==> src/rtl/mem_port_arbiter_pkg.sv <==
// Shared pipeline types: opcode/ALU encodings plus the memory-port arbiter
// state and owner encodings.
package mem_port_arbiter_pkg;

  typedef enum logic [6:0] {
    OP_LOAD   = 7'b0000011,
    OP_IMM    = 7'b0010011,
    OP_STORE  = 7'b0100011,
    OP_REG    = 7'b0110011,
    OP_BRANCH = 7'b1100011
  } opcode_t;

  typedef enum logic [3:0] {
    ALU_ADD, ALU_SUB, ALU_AND, ALU_OR, ALU_XOR, ALU_SLL, ALU_SRL, ALU_SRA,
    ALU_SLT, ALU_SLTU
  } alu_op_t;

  typedef enum logic [1:0] {
    IDLE       = 2'd0,
    FETCH_WAIT = 2'd1,
    DATA_WAIT  = 2'd2
  } arb_state_t;

  typedef enum logic {
    OWN_DATA  = 1'b0,
    OWN_FETCH = 1'b1
  } owner_t;

  localparam int STARVE_CNT_W = 3;

endpackage

==> src/rtl/mem_port_arbiter_priority_sel.sv <==
// Data-first priority select with a saturating fetch-starvation counter
// that hands the port to fetch once data has won STARVE_LIMIT times in a row.
module arb_priority_sel
  import mem_port_arbiter_pkg::*;
#(
  parameter int STARVE_LIMIT = 4
) (
  input  logic                    clk,
  input  logic                    reset_n,
  input  logic                    if_req,
  input  logic                    d_req,
  input  logic                    idle,
  input  logic                    accept,
  output owner_t                  sel,
  output logic [STARVE_CNT_W-1:0] starve_cnt
);

  localparam logic [STARVE_CNT_W-1:0] LIMIT   = STARVE_CNT_W'(STARVE_LIMIT);
  localparam logic [STARVE_CNT_W-1:0] CNT_MAX = '1;

  always_comb begin
    sel = OWN_DATA;
    if (if_req && (!d_req || starve_cnt == LIMIT)) sel = OWN_FETCH;
  end

  // Counter only moves in IDLE; a WAIT state freezes the fetch's history.
  always_ff @(posedge clk or negedge reset_n) begin
    if (!reset_n) begin
      starve_cnt <= '0;
    end else if (idle) begin
      if (!if_req || (accept && sel == OWN_FETCH))
        starve_cnt <= '0;
      else if (accept && starve_cnt != CNT_MAX)
        starve_cnt <= starve_cnt + 1'b1;
    end
  end

endmodule

==> src/rtl/mem_port_arbiter.sv <==
// Two-requester (fetch/data) arbiter onto one memory port, single outstanding
// read; writes retire on acceptance.
module mem_port_arbiter
  import mem_port_arbiter_pkg::*;
#(
  parameter int DATA_WIDTH   = 32,
  parameter int STARVE_LIMIT = 4
) (
  input  logic                  clk,
  input  logic                  reset_n,
  input  logic                  if_req,
  input  logic [DATA_WIDTH-1:0] if_addr,
  output logic                  if_gnt,
  output logic                  if_rvalid,
  output logic [DATA_WIDTH-1:0] if_rdata,
  input  logic                  d_req,
  input  logic                  d_we,
  input  logic [DATA_WIDTH-1:0] d_addr,
  input  logic [DATA_WIDTH-1:0] d_wdata,
  output logic                  d_gnt,
  output logic                  d_rvalid,
  output logic [DATA_WIDTH-1:0] d_rdata,
  output logic                  mem_req,
  output logic                  mem_we,
  output logic [DATA_WIDTH-1:0] mem_addr,
  output logic [DATA_WIDTH-1:0] mem_wdata,
  input  logic                  mem_ready,
  input  logic                  mem_rvalid,
  input  logic [DATA_WIDTH-1:0] mem_rdata,
  output logic                  busy
);

  arb_state_t              state, state_nxt;
  owner_t                  sel;
  logic [STARVE_CNT_W-1:0] starve_cnt;
  logic                    accept;
  logic                    idle;

  assign idle   = (state == IDLE);
  assign accept = reset_n && idle && (if_req || d_req) && mem_ready;

  arb_priority_sel #(.STARVE_LIMIT(STARVE_LIMIT)) u_sel (
    .clk        (clk),
    .reset_n    (reset_n),
    .if_req     (if_req),
    .d_req      (d_req),
    .idle       (idle),
    .accept     (accept),
    .sel        (sel),
    .starve_cnt (starve_cnt)
  );

  always_ff @(posedge clk or negedge reset_n) begin
    if (!reset_n) state <= IDLE;
    else          state <= state_nxt;
  end

  // Outputs are gated by reset_n so the whole port reads zero while held in reset.
  always_comb begin
    state_nxt = state;
    if_gnt    = 1'b0;
    d_gnt     = 1'b0;
    if_rvalid = 1'b0;
    d_rvalid  = 1'b0;
    if_rdata  = '0;
    d_rdata   = '0;
    mem_req   = 1'b0;
    mem_we    = 1'b0;
    mem_addr  = '0;
    mem_wdata = '0;
    busy      = 1'b0;
    if (reset_n) begin
      case (state)
        IDLE: begin
          mem_req = if_req | d_req;
          if (sel == OWN_FETCH) begin
            mem_addr = if_addr;
          end else begin
            mem_addr  = d_addr;
            mem_wdata = d_wdata;
            mem_we    = d_req & d_we;
          end
          if (accept) begin
            if (sel == OWN_FETCH) begin
              if_gnt    = 1'b1;
              state_nxt = FETCH_WAIT;
            end else begin
              d_gnt = 1'b1;
              if (!d_we) state_nxt = DATA_WAIT;
            end
          end
        end
        FETCH_WAIT: begin
          busy = 1'b1;
          if (mem_rvalid) begin
            if_rvalid = 1'b1;
            if_rdata  = mem_rdata;
            state_nxt = IDLE;
          end
        end
        DATA_WAIT: begin
          busy = 1'b1;
          if (mem_rvalid) begin
            d_rvalid  = 1'b1;
            d_rdata   = mem_rdata;
            state_nxt = IDLE;
          end
        end
        default: state_nxt = IDLE;
      endcase
    end
  end

endmodule

==> config.mk <==
export PLATFORM = sky130hd
export DESIGN_NAME = mem_port_arbiter
export DESIGN_NICKNAME = d
export VERILOG_FILES = /design/src/rtl/mem_port_arbiter_pkg.sv /design/src/rtl/mem_port_arbiter_priority_sel.sv /design/src/rtl/mem_port_arbiter.sv
export SDC_FILE = /design/constraint.sdc
export NUM_CORES = 1
export LEC_CHECK = 0
export CORE_AREA = 4 4 104 106
export DETAILED_ROUTE_END_ITERATION = 16
export DIE_AREA = 0 0 108 110
export HOLD_SLACK_MARGIN = 0.1
export PLACE_DENSITY_LB_ADDON = 0.12
export SKIP_LAST_GASP = 1
export SLEW_MARGIN = 15
export SYNTH_ARGS = -nofsm -noshare
export SYNTH_HDL_FRONTEND = slang
export SYNTH_SLANG_ARGS = --single-unit
==> constraint.sdc <==
create_clock -name clk -period 1.4 [get_ports clk]
set_input_delay 0.14 -clock clk [delete_from_list [all_inputs] [get_ports clk]]
set_output_delay 0.14 -clock clk [all_outputs]
set_load 0.02 [all_outputs]
==> impl_metrics.py <==
metrics = {
    "sta": {
        "maxSlewHeadroom_pct": 74.8,
        "finalCritPeriodShare_pct": 137,
        "setup_violations": 139,
        "tns_ns": -57.54,
        "tightest_slew_ns": 0.374,
        "finalHoldViolCount": 0,
        "rsz0062_at_grt": "true",
        "drv_slew": 0,
        "skew_ns": 0.00312,
        "max_freq_ghz": 0.522,
        "fin_ws_ns": -0.517,
        "fin_crit_ns": 1.92,
    },
    "grt": {
        "grt_util_all_layers_pct": 18.9,
        "antenna_found_initial": 1,
        "grt_max_degree": 24,
        "grt_overflow": 0,
        "grt_pass1_wl_mm": 17.8,
        "grt_pass1_vias": 3375,
    },
    "synthesis": {
        "avgSynthCellArea_um2": 6.31,
        "synth_edf_count": 0,
        "syn_nets": 409,
        "synthCells": 268,
        "synth_top_cell_by_area": "and2_1",
        "synth_area_leaders": "and2_1 36%, o21ai_0 10%, nand3_1 9.8%",
        "netlist_area_mm2": 0.00169,
        "ys_seq_elements": 5,
        "ys_types": 30,
        "yosys_warnings": 0,
        "synth_top_area_share_pct": 35.9,
        "ys.flop_type": "dfrtp_1",
        "seq_area_frac_synth_pct": 7.40,
        "synthArstFlopShare_pct": 100,
    },
    "routing": {
        "avgViaCountPerCell": 4.57,
        "first_pass_iters": 4,
        "dr.first_iter.drc_count": 95,
        "dr_total_vias": 3339,
        "routed_wl_mm": 13.3,
        "drc": 0,
        "wl_per_cell_um": 18.2,
        "ant_nets": 0,
    },
    "worst_setup_path": {
        "critPathTopFamily": "buffers and inverters",
        "cp_common_cell": "buf_6",
        "cp.required_ns": 1.26,
        "crit_path_cell_trace": "inv_2 -> ha_4 -> a21bo_4 -> a21oi_4 -> buf_6 -> clkbuf_16 -> and2_4 -> buf_6",
        "cpMaxStageDelayCell": "dfrtp_1",
        "cp-end-kind": "output port",
        "path_buf_inv": 4,
        "startpoint_type": "register",
        "critical_path.max_stage_delay_ns": 0.36,
        "worstPathMaxFanout": 8,
        "reg2reg_slack_ns": -0.37,
        "cp.depth": 8,
        "crit_type": "register to output port",
        "reg2reg_depth": 7,
        "cp.arrival_ns": 1.78,
    },
    "power_and_ir_drop": {
        "p_leak_uw": 0.00271,
        "p_total_uw": 5190,
        "pwr_density_cell_mw_per_mm2": 805,
        "ir_worst_vdd_uv": 496,
    },
    "clocking": {
        "tritoncts": "built",
        "htree_num_levels": 1,
        "clk_path_buf_depth": 2,
        "cts_num_sinks": 5,
        "root_buffer": "clkbuf_8",
        "cts-buffers-inserted": 3,
        "clk_pin_slew_ns": 0.04,
        "clock_latency_ns": 0.23,
    },
    "die": {
        "core-area_mm2": 0.00977,
        "start_util_pct": 17.3,
        "ios": 270,
        "rows": 36,
        "die_x_um": 108,
        "die_h_um": 110,
        "die-area_mm2": 0.0119,
    },
    "finish": {
        "fin_nets": 739,
        "area_delta_synth_final_pct": 282,
        "multi_input_area_mm2": 0.00233,
        "final_area_mm2": 0.00645,
        "final_cells": 730,
        "ff_latch_area_um2": 125,
        "diodes": 0,
        "layout_commonest_cell": "buf_6",
        "most-common-layout-cells": "138 x buf_6, 132 x clkdlybuf4s50_1, 96 x and2_4",
        "final_layout_size_suffix_gt1_share_pct": 66.5,
        "fillCellCount": 811,
    },
    "place": {
        "io_buffer_count": 269,
        "gp_congestion": 0.720,
        "place_inst": 681,
        "dpl.hpwl_mm": 9.10,
        "place_area_mm2": 0.00531,
    },
    "status": {
        "status": "finished with violations",
        "violations": "negative setup slack",
    },
    "hold_path": {
        "hold_class": "input pin to asynchronous set/reset pin",
    },
    "job": {
        "drv_cap": 0,
    },
}
-- worst paths after layout --
| check | start | to |
|---|---|---|
| max in group asynchronous | reset_n | u_sel.starve_cnt[2] |
| max reg2reg | u_sel.starve_cnt[1] | u_sel.starve_cnt[0] |
| max | u_sel.starve_cnt[1] | mem_wdata[11] |
| min in group clk | u_sel.starve_cnt[2] | u_sel.starve_cnt[2] |
| min reg2reg | u_sel.starve_cnt[2] | u_sel.starve_cnt[2] |
| min | reset_n | state[0] |
-- flip-flops by register name, summed over array words and instances (netlist names) --
signal and flops:
u_sel.starve_cnt 3, state 2
-- routing by layer --
metal,GRT usage (%),part of all wire [%],vias to the layer above
li1,-,-,1586
met1,18.2,34,1562
met2,39.1,55,168
met3,6.06,9.3,21
met4,2.98,1.8,2
met5,0,0.15,-
-- area by class of cell --
type                    count  share of cell area (%)
flip-flops and latches      5                    1.94
repair buffers            351                    58.2
clock buffers               4                   0.698
inverters                   8                   0.504
well taps                 133                    2.58
multi-input cells         229                    36.1
-- worst min-delay path, delay by kind of cell --
kind / cells / cell delay (ns)
buffers and inverters: 3 / 0.75
-- synth_stat cells, types with 3 or more instances --
cell type  count
and2_1        97
o21ai_0       34
nand3_1       33
a21oi_1       32
clkbuf_1      15
inv_1          7
ha_1           6
buf_6          5
dfrtp_1        5
and3_1         3
buf_2          3
clkbuf_2       3
nor2_1         3
or3_1          3
-- logic make-up after synthesis --
logic type,count (synthesis),synth area share [%]
AOI/OAI and AO/OA,78,26.4
adders and majority gates,6,4.44
buffers and inverters,34,10.2
DFF,5,7.40
muxes,1,0.666
and+or+nand+nor,144,50.9
-- through the flow --
stage | setup WS, ns | util, % | hold slack (ns)
2_1_floorplan | -0.126 | - | -0.156
3_3_place_gp | -0.769 | 54.4 | 0.566
3_5_place_dp | -0.792 | 54.4 | 0.573
4_1_cts | -0.539 | 59.2 | 0.245
5_1_grt | -0.586 | 66.0 | 0.356
6_report | -0.517 | 66.0 | 0.332
-- power breakdown --
group	leakage [µW]	switching, µW	internal (µW)
clock	0.0000228	85.2	197
sequential	0.0000668	28.1	180
combinational	0.00262	2130	2570
-- what timing repair did --
| action | in CTS | in global routing |
|---|---|---|
| gates resized for setup | 763 | 187 |
| buffers inserted | 18 | 17 |
| hold buffers | 0 | 0 |
| setup endpoints to repair | 140 | 139 |
| gates cloned | 8 | 4 |
| pin swaps | 31 | 64 |
No activity file was read; power rests on OpenSTA's default activity.
